[config.mk]
export PLATFORM = sky130hd
export DESIGN_NAME = traffic_light_ctrl_flat
export DESIGN_NICKNAME = d
export VERILOG_FILES = /design/src/rtl/traffic_light_ctrl_pkg.sv /design/src/rtl/traffic_light_ctrl_if.sv /design/src/rtl/traffic_light_ctrl_phase_timer.sv /design/src/rtl/traffic_light_ctrl.sv /design/src/flat_wrapper.sv
export SDC_FILE = /design/constraint.sdc
export NUM_CORES = 1
export LEC_CHECK = 0
export CAP_MARGIN = 20
export CORE_UTILIZATION = 46
export DETAILED_ROUTE_END_ITERATION = 10
export PLACE_DENSITY = 0.74
export SYNTH_ARGS = -nofsm -noshare
export SYNTH_HDL_FRONTEND = slang
export SYNTH_SLANG_ARGS = --single-unit
[constraint.sdc]
create_clock -name clk -period 1.8 [get_ports clk]
set_clock_uncertainty 0.15 [all_clocks]
set_input_delay 0.18 -clock clk [delete_from_list [all_inputs] [get_ports clk]]
set_output_delay 0.18 -clock clk [all_outputs]
set_load 0.01 [all_outputs]
[src/rtl/traffic_light_ctrl_pkg.sv]
// Shared types, lamp encodings and phase helpers for the two-way intersection controller.
// Phase durations are passed in so that each instance can carry its own timing parameters.
package traffic_pkg;

  typedef enum logic [2:0] {
    NS_GREEN,
    NS_YELLOW,
    ALLRED_A,
    EW_GREEN,
    EW_YELLOW,
    ALLRED_B,
    FLASH
  } state_e;

  localparam logic [2:0] LAMP_RED = 3'b100;
  localparam logic [2:0] LAMP_YEL = 3'b010;
  localparam logic [2:0] LAMP_GRN = 3'b001;
  localparam logic [2:0] LAMP_OFF = 3'b000;

  function automatic state_e next_phase(input state_e s);
    state_e n;
    case (s)
      NS_GREEN:  n = NS_YELLOW;
      NS_YELLOW: n = ALLRED_A;
      ALLRED_A:  n = EW_GREEN;
      EW_GREEN:  n = EW_YELLOW;
      EW_YELLOW: n = ALLRED_B;
      ALLRED_B:  n = NS_GREEN;
      default:   n = ALLRED_B;
    endcase
    return n;
  endfunction

  // FLASH has no countdown, so it maps to zero and the display reads blank time.
  function automatic int unsigned phase_duration(input state_e s,
                                                 input int unsigned green_t,
                                                 input int unsigned yellow_t,
                                                 input int unsigned allred_t);
    int unsigned d;
    case (s)
      NS_GREEN, EW_GREEN:   d = green_t;
      NS_YELLOW, EW_YELLOW: d = yellow_t;
      ALLRED_A, ALLRED_B:   d = allred_t;
      default:              d = 0;
    endcase
    return d;
  endfunction

endpackage

[src/rtl/traffic_light_ctrl_if.sv]
// Signal bundle between the tick source / request inputs and the lamp and countdown drivers.
// The controller sits on the slave side; whoever drives tick and requests uses master.
interface traffic_light_ctrl_if #(
  parameter int CNT_W = 8
);

  logic             tick;
  logic             ped_req;
  logic             night_mode;
  logic [2:0]       ns_light;
  logic [2:0]       ew_light;
  logic [CNT_W-1:0] remain;
  logic             ped_pending;

  modport master (
    output tick, ped_req, night_mode,
    input  ns_light, ew_light, remain, ped_pending
  );

  modport slave (
    input  tick, ped_req, night_mode,
    output ns_light, ew_light, remain, ped_pending
  );

endinterface

[src/rtl/traffic_light_ctrl_phase_timer.sv]
// Loadable down-counter holding the ticks left in the current phase.
// Load beats tick, and tick beats the pedestrian shortening request.
module traffic_light_ctrl_phase_timer #(
  parameter int CNT_W     = 8,
  parameter int PED_MIN   = 2,
  parameter int RESET_VAL = 1
) (
  input  logic             clk,
  input  logic             rst_n,
  input  logic             load_i,
  input  logic [CNT_W-1:0] load_val_i,
  input  logic             tick_i,
  input  logic             shorten_i,
  output logic [CNT_W-1:0] cnt_o,
  output logic             last_o
);

  localparam logic [CNT_W-1:0] PED_VAL = CNT_W'(PED_MIN);
  localparam logic [CNT_W-1:0] ONE     = CNT_W'(1);

  logic [CNT_W-1:0] cnt_q;
  logic [CNT_W-1:0] cnt_d;

  // Zero is held rather than wrapped so that the flash-mode blank value stays put across ticks.
  always_comb begin
    cnt_d = cnt_q;
    if (load_i) begin
      cnt_d = load_val_i;
    end else if (tick_i && (cnt_q != '0)) begin
      cnt_d = cnt_q - ONE;
    end else if (shorten_i && (cnt_q > PED_VAL)) begin
      cnt_d = PED_VAL;
    end
  end

  always_ff @(posedge clk) begin
    if (!rst_n) begin
      cnt_q <= CNT_W'(RESET_VAL);
    end else begin
      cnt_q <= cnt_d;
    end
  end

  assign cnt_o  = cnt_q;
  assign last_o = (cnt_q == ONE);

endmodule

[src/rtl/traffic_light_ctrl.sv]
// Phase sequencer for a two-way intersection with pedestrian shortening and night flash.
// Lamps are decoded from the next state so they change on the same edge as the phase.
module traffic_light_ctrl
  import traffic_pkg::*;
#(
  parameter int GREEN_T  = 9,
  parameter int YELLOW_T = 3,
  parameter int ALLRED_T = 1,
  parameter int PED_MIN  = 2,
  parameter int CNT_W    = 8
) (
  input logic                 clk,
  input logic                 rst_n,
  traffic_light_ctrl_if.slave bus
);

  state_e           state_q;
  state_e           state_d;
  logic             flash_q;
  logic             flash_d;
  logic             ped_q;
  logic             ped_d;
  logic [2:0]       ns_q;
  logic [2:0]       ns_d;
  logic [2:0]       ew_q;
  logic [2:0]       ew_d;
  logic             load;
  logic [CNT_W-1:0] load_val;
  logic             shorten;
  logic [CNT_W-1:0] remain;
  logic             last;

  traffic_light_ctrl_phase_timer #(
    .CNT_W    (CNT_W),
    .PED_MIN  (PED_MIN),
    .RESET_VAL(ALLRED_T)
  ) u_timer (
    .clk       (clk),
    .rst_n     (rst_n),
    .load_i    (load),
    .load_val_i(load_val),
    .tick_i    (bus.tick),
    .shorten_i (shorten),
    .cnt_o     (remain),
    .last_o    (last)
  );

  // Night mode overrides everything; otherwise a tick on the last count advances the phase.
  always_comb begin
    state_d  = state_q;
    flash_d  = flash_q;
    load     = 1'b0;
    load_val = '0;
    if (state_q != FLASH) begin
      if (bus.night_mode) begin
        state_d = FLASH;
        flash_d = 1'b0;
        load    = 1'b1;
      end else if (bus.tick && last) begin
        state_d  = next_phase(state_q);
        load     = 1'b1;
        load_val = CNT_W'(phase_duration(state_d, GREEN_T, YELLOW_T, ALLRED_T));
      end
    end else if (!bus.night_mode) begin
      state_d  = ALLRED_B;
      flash_d  = 1'b0;
      load     = 1'b1;
      load_val = CNT_W'(ALLRED_T);
    end else if (bus.tick) begin
      flash_d = ~flash_q;
    end
  end

  assign shorten = ped_q && !bus.tick && ((state_q == NS_GREEN) || (state_q == EW_GREEN));

  // A fresh request on the clearing edge survives so it can serve the next green.
  always_comb begin
    ped_d = ped_q;
    if ((state_d != state_q) && ((state_d == ALLRED_A) || (state_d == ALLRED_B))) begin
      ped_d = 1'b0;
    end
    if (bus.ped_req) begin
      ped_d = 1'b1;
    end
  end

  always_comb begin
    ns_d = LAMP_RED;
    ew_d = LAMP_RED;
    case (state_d)
      NS_GREEN:  ns_d = LAMP_GRN;
      NS_YELLOW: ns_d = LAMP_YEL;
      EW_GREEN:  ew_d = LAMP_GRN;
      EW_YELLOW: ew_d = LAMP_YEL;
      FLASH: begin
        ns_d = flash_d ? LAMP_YEL : LAMP_OFF;
        ew_d = flash_d ? LAMP_YEL : LAMP_OFF;
      end
      default: ;
    endcase
  end

  always_ff @(posedge clk) begin
    if (!rst_n) begin
      state_q <= ALLRED_B;
      flash_q <= 1'b0;
      ped_q   <= 1'b0;
      ns_q    <= LAMP_RED;
      ew_q    <= LAMP_RED;
    end else begin
      state_q <= state_d;
      flash_q <= flash_d;
      ped_q   <= ped_d;
      ns_q    <= ns_d;
      ew_q    <= ew_d;
    end
  end

  assign bus.ns_light    = ns_q;
  assign bus.ew_light    = ew_q;
  assign bus.remain      = remain;
  assign bus.ped_pending = ped_q;

  // Conflicting right-of-way outside flash mode means the sequencer is broken.
  assert property (@(posedge clk) disable iff (!rst_n)
    (state_q != FLASH) |-> !((ns_q[1:0] != 2'b00) && (ew_q[1:0] != 2'b00)));

endmodule

[src/flat_wrapper.sv]
// flat-port wrapper written by rule: the top's interface ports become plain ports
module traffic_light_ctrl_flat import traffic_pkg::*;
#(
  parameter int GREEN_T  = 9,
  parameter int YELLOW_T = 3,
  parameter int ALLRED_T = 1,
  parameter int PED_MIN  = 2,
  parameter int CNT_W    = 8
)
  (clk, rst_n, bus_tick, bus_ped_req, bus_night_mode, bus_ns_light, bus_ew_light, bus_remain, bus_ped_pending);
  traffic_light_ctrl_if #(.CNT_W(CNT_W)) bus_i ();
  input logic clk;
  input logic rst_n;
  input wire logic [$bits(bus_i.tick)-1:0] bus_tick;
  input wire logic [$bits(bus_i.ped_req)-1:0] bus_ped_req;
  input wire logic [$bits(bus_i.night_mode)-1:0] bus_night_mode;
  output wire logic [$bits(bus_i.ns_light)-1:0] bus_ns_light;
  output wire logic [$bits(bus_i.ew_light)-1:0] bus_ew_light;
  output wire logic [$bits(bus_i.remain)-1:0] bus_remain;
  output wire logic [$bits(bus_i.ped_pending)-1:0] bus_ped_pending;
  assign bus_i.tick = bus_tick;
  assign bus_i.ped_req = bus_ped_req;
  assign bus_i.night_mode = bus_night_mode;
  assign bus_ns_light = bus_i.ns_light;
  assign bus_ew_light = bus_i.ew_light;
  assign bus_remain = bus_i.remain;
  assign bus_ped_pending = bus_i.ped_pending;
  traffic_light_ctrl #(.GREEN_T(GREEN_T), .YELLOW_T(YELLOW_T), .ALLRED_T(ALLRED_T), .PED_MIN(PED_MIN), .CNT_W(CNT_W)) u_core (.clk(clk), .rst_n(rst_n), .bus(bus_i));
endmodule
==> reports/results.tsv, run 1 <==
metric	value	unit
die_h	51.8	um
wl_per_cell	15.1	um
synth_top_family_by_area	simple AND/OR/NAND/NOR gates	
syn-cell-area	1140	um2
slowest_delay	410	ps
crit_path_start_kind	flip-flop	
violations	negative setup slack	
p_per_area	758	nW/um2
cts_num_sinks	19	
synth.yosys.warnings	0	
outcome	finished with violations	
ys.flop_type	dfxtp_1	
first_pass_iters	4	
h-tree-depth	1	
syn_inst	136	
core_area	2280	um2
min_path_type	flip-flop to flip-flop	
synth_compound_area_frac	0.224	
io_buffers	19	
clk_path_buf_depth	2	
grtUsageTotal	0.260	
design_area	1700	um2
vias_per_cell	5.81	
ir_drop	0.491	mV
overflow	0	
synthMuxAreaShare	0.0263	
numCtsBuffers	3	
num_io_pins	20	
drt_iter0_markers	11	
synth-xor-area-share	0.0384	
fp.dieW	51.8	um
synth_seq_cells	19	
dpl_cell_area	1570	um2
grt_pass1_wl	5180	um
start_util	0.501	
die_area	2680	um2
p_sw_frac	0.351	
antenna_found_initial	0	
fin_crit_sh	1.08	
cts-root-buf	clkbuf_4	
slew-limit-headroom	0.775	
final_common_cell	buf_4	
ys_seq_area_frac	0.333	
cp_data_arrival_time	2020	ps
mostFrequentLayoutCells	buf_4, clkdlybuf4s50_1, dfxtp_1, a21oi_1, nand2_1	
avgSynthCellArea	8.39	um2
grt_pass1_vias	1130	
rsz0062_at_grt	true	
holdWs	340	ps
cts_tree	built	
synth-edff-count	0	
cp-end-kind	flip-flop	
fin_ws	-139	ps
fin_crit	1940	ps
cts_hold_buffers	0	
drc	0	
nets	192	
fin_setup_tns	-781	ps
grt_max_degree	17	
drive_above_1_share	0.313	
async_flop_share	0	
synth-simple-area-share	0.282	
path_cells	nor4_4 > buf_4 > buf_6 > and3_4 > xnor2_2 > or4_1 > a21oi_1	
ant_nets	0	
worst_ep_required_time	1880	ps
dp_hpwl	2280	um
slew_viol_final	0	
synth.net_count	145	
areaGrowthSynthToFinish	49.0	%
fmaxAchievable	516	MHz
internal-power	836	uW
fill_cells	186	
path_class	flip-flop to flip-flop	
ys_types	44	
rows	17	
clk_pin_slew	110	ps
n_antenna_cell	0	
leakage	0.688	nW
p_sw	452	uW
num_vias	1221	
total_power	1.29	mW
cpMaxStageDelayCell	or4_1	
clkPwrFrac	0.168	
crit_fanout	5	
clk_latency	290	ps
synth_fa_ha_area_frac	0.0439	
tightest_slew	327	ps
setup_viol	14	
p_comb_frac	0.458	
p_seq_frac	0.374	
routed_wl	3160	um
cap_violations	0	
hold_viol	0	
gp_congestion	0.839	
cells by family (layout without fill, tap and decap cells):
group	Yosys count	in the layout
buf+inv	13	59
compound gates	36	36
mux	3	3
simple gates	56	56
fa+ha+maj	4	4
flops	19	19
xor+xnor	5	5
metrics by stage:
| stage | setup slack, ps | util | cells |
|---|---|---|---|
| after floorplan | -77.7 | - | 136 |
| after global placement | -196 | 0.689 | 201 |
| after detailed placement | -263 | 0.689 | 201 |
| after CTS | -108 | 0.737 | 209 |
| after global routing | -219 | 0.747 | 210 |
| final | -139 | 0.747 | 210 |
sequential cells by signal, indices dropped and copies added, names as in the netlist:
| signal | count |
|---|---|
| u_core.bus.ew_light | 3 |
| u_core.bus.ns_light | 3 |
| u_core.flash_q | 1 |
| u_core.state_q | 3 |
| u_core.u_timer.cnt_o | 8 |
| u_core.bus.ped_pending | 1 |
final timing paths:
check	from	endpoint	slack, ps	cells after the start
worst max-delay path	u_core.u_timer.cnt_o[5]	u_core.bus.ns_light[1]	-140	7
worst min-delay path	u_core.flash_q	u_core.flash_q	340	2
worst max register to register	u_core.u_timer.cnt_o[5]	u_core.bus.ns_light[1]	-140	7
worst min register to register	u_core.flash_q	u_core.flash_q	340	2
cells in the mapped netlist (all sizes together) (4+ instances only):
cell / instances / share of area
dfxtp: 19 / 0.33
or3: 4 / 0.022
nand3: 8 / 0.035
ha: 4 / 0.044
nor2: 8 / 0.026
nor3: 4 / 0.018
a21oi: 12 / 0.053
clkbuf: 5 / 0.016
nand2: 11 / 0.036
inv: 6 / 0.020
o21ai: 5 / 0.022
nor4: 5 / 0.041
critical path: cells and delay by family, from the launching register on:
family / cells / cell delay [ps]
and+or+nand+nor: 3 / 870
xor gates and xnor gates: 1 / 70
AOI/OAI and AO/OA: 1 / 130
DFF: 1 / 350
buffers and inverters: 2 / 310
repair_timing:
action                     CTS  global route
buffers inserted             4             1
cloned                       0             0
setup endpoints to repair   14            18
hold endpoints to repair     0             0
resized for setup           12             8
pin swaps                    8             4
per-layer routing:
metal,up-vias,routed length [um],GRT usage
li1,603,-,-
met1,581,1430,0.342
met2,35,1590,0.450
met3,2,131,0.0351
met4,0,17,0.0541
met5,-,0,0
power groups by stage:
| stage | clock, mW | sequential [mW] | combinational (mW) |
|---|---|---|---|
| floorplan | 0 | 0.507 | 0.294 |
| global placement | 0 | 0.488 | 0.497 |
| detailed placement | 0 | 0.490 | 0.510 |
| CTS | 0.227 | 0.482 | 0.562 |
| global route | 0.245 | 0.486 | 0.637 |
| finish | 0.217 | 0.482 | 0.590 |
cell type report:
class	instances	area (um2)	share of cell area
multi-input cells	104	796	0.468
repair buffers	49	427	0.251
flip-flops and latches	19	392	0.230
well taps	28	35.0	0.0206
clock buffers	4	26.3	0.0155
inverters	6	25.0	0.0147
Note: power is estimated with default switching activity, not from simulation.
==> run 2: changes to the inputs <==
CORE_UTILIZATION = 45   (was 46)
PLACE_DENSITY = 0.73   (was 0.74)
==> reports/results.tsv, run 2 (synthesis results as in run 1) <==
metric	value	unit	change
cts-root-buf	clkbuf_4		unchanged
fin_ws	-47.2	ps	was -139 ps
fin_crit_sh	1.03		was 1.08
start_util	0.497		was 0.501
whs_path_depth	2		unchanged
wl_per_cell	15.2	um	was 15.1 um
fp.dieW	52.4	um	was 51.8 um
cp-end-kind	flip-flop		unchanged
core_area	2300	um2	was 2280 um2
numCtsBuffers	3		unchanged
num_vias	1271		was 1221
cts_tree	built		unchanged
clk_path_buf_depth	2		unchanged
drt_iter0_markers	43		was 11
hold_viol	0		unchanged
final_common_cell	buf_4		unchanged
cts_hold_buffers	0		unchanged
overflow	0		unchanged
areaGrowthSynthToFinish	53.3	%	was 49.0%
clk_latency	300	ps	was 290 ps
fill_cells	163		was 186
crit_path_start_kind	flip-flop		unchanged
gp_congestion	0.852		was 0.839
slew-limit-headroom	0.734		was 0.775
largest_reg_flops	8		unchanged
place_inst	204		was 201
min_from	u_core.flash_q		unchanged
die_area	2740	um2	was 2680 um2
fin_util	0.761		was 0.747
path_class	flip-flop to flip-flop		unchanged
n_antenna_cell	0		unchanged
violations	negative setup slack		unchanged
drc	0		unchanged
design_area	1750	um2	was 1700 um2
holdWs	330	ps	was 340 ps
worst_ep_required_time	1890	ps	was 1880 ps
rsz0062_at_grt	true		unchanged
slew_viol_final	0		unchanged
h-tree-depth	1		unchanged
ir_drop	0.476	mV	was 0.491 mV
p_per_area	749	nW/um2	was 758 nW/um2
rows	17		unchanged
pre_cts_ws	-234	ps	was -263 ps
routed_wl	3210	um	was 3160 um
crit_fanout	6		was 5
fin_setup_tns	-61.0	ps	was -781 ps
io_buffers	19		unchanged
drive_above_1_share	0.361		was 0.313
dpl_cell_area	1590	um2	was 1570 um2
setup_viol	2		was 14
antenna_found_initial	0		unchanged
stdcell_count	211		was 210
min_to	u_core.flash_q		unchanged
rrSetupSlack	-50	ps	was -140 ps
dp_hpwl	2270	um	was 2280 um
ant_nets	0		unchanged
die_h	52.4	um	was 51.8 um
nets	193		was 192
min_path_type	flip-flop to flip-flop		unchanged
vias_per_cell	6.02		was 5.81
fin_crit	1850	ps	was 1940 ps
worst_r2r_path_depth	6		was 7
total_power	1.31	mW	was 1.29 mW
num_io_pins	20		unchanged
cts_num_sinks	19		unchanged
cp_data_arrival_time	1930	ps	was 2020 ps
worst_r2r_endpoint	u_core.bus.ns_light[1]		unchanged
grt_max_degree	14		was 17
tightest_slew	393	ps	was 327 ps
outcome	finished with violations		unchanged
crit_start	u_core.u_timer.cnt_o[4]		was u_core.u_timer.cnt_o[5]
r2r_start	u_core.u_timer.cnt_o[4]		was u_core.u_timer.cnt_o[5]
leakage	0.711	nW	was 0.688 nW
grt_pass1_vias	1130		unchanged
first_pass_iters	4		unchanged
grt_pass1_wl	5000	um	was 5180 um
cap_violations	0		unchanged
mostFrequentLayoutCells	buf_4, clkdlybuf4s50_1, dfxtp_1, nand2_1, a21oi_1		was buf_4, clkdlybuf4s50_1, dfxtp_1, a21oi_1, nand2_1
clk_pin_slew	120	ps	was 110 ps
grtUsageTotal	0.246		was 0.260
fmaxAchievable	541	MHz	was 516 MHz
==> run 2: layout make-up <==
cell class | count | area (um2) | area share
inverters | 6 | 25.0 | 0.0143
flip-flops and latches | 19 | 393 | 0.225
repair buffers | 50 | 437 | 0.250
clock buffers | 3 | 22.5 | 0.0129
clock inverters | 1 | 5.00 | 0.00286
well taps | 28 | 35.0 | 0.0200
multi-input cells | 104 | 832 | 0.476
==> run 2: repair_timing <==
item                                    4_1_cts  5_1_grt
setup buffers                                 2        1
pin swaps                                     5       11
hold endpoints to repair                      0        0
resized for setup                             4       26
endpoints found under the setup margin       11       17
==> run 2: layer usage <==
layer	GRT usage	wire length (um)	up-vias
met5	0	0	-
met4	0.0789	57	0
met3	0.0290	186	10
met2	0.424	1590	52
met1	0.315	1370	601
li1	-	-	608
==> run 2: how the worst max path moves through the flow <==
| stage | endpoint | slack (ps) | depth (start not counted) |
|---|---|---|---|
| global route | u_core.u_timer.cnt_o[5] | -120 | 7 |
| global placement | u_core.bus.ns_light[0] | -190 | 5 |
| finish | u_core.bus.ns_light[1] | -50 | 6 |
| CTS | u_core.bus.ns_light[1] | -70 | 6 |
| floorplan | u_core.bus.ns_light[1] | -80 | 6 |
| detailed placement | u_core.u_timer.cnt_o[3] | -230 | 6 |
==> run 2: report_power, final <==
part	switching, mW	internal (mW)
clock network	0.138	0.0827
registers	0.0251	0.453
logic	0.302	0.310
total	0.465	0.845
==> run 2: critical path, stage by stage (launching register included) <==
cell and delay (ps):
dfxtp_2 350, nor4_4 270, buf_6 170, and3_4 230
xnor2_2 80, or4_1 410, a21oi_1 130
==> run 3: changes to the inputs <==
CORE_UTILIZATION = 46   (was 45)
PLACE_DENSITY = 0.74   (was 0.73)
==> results of run 3 <==
Same layout as run 1: the final DEF is identical, and so are final timing and power.
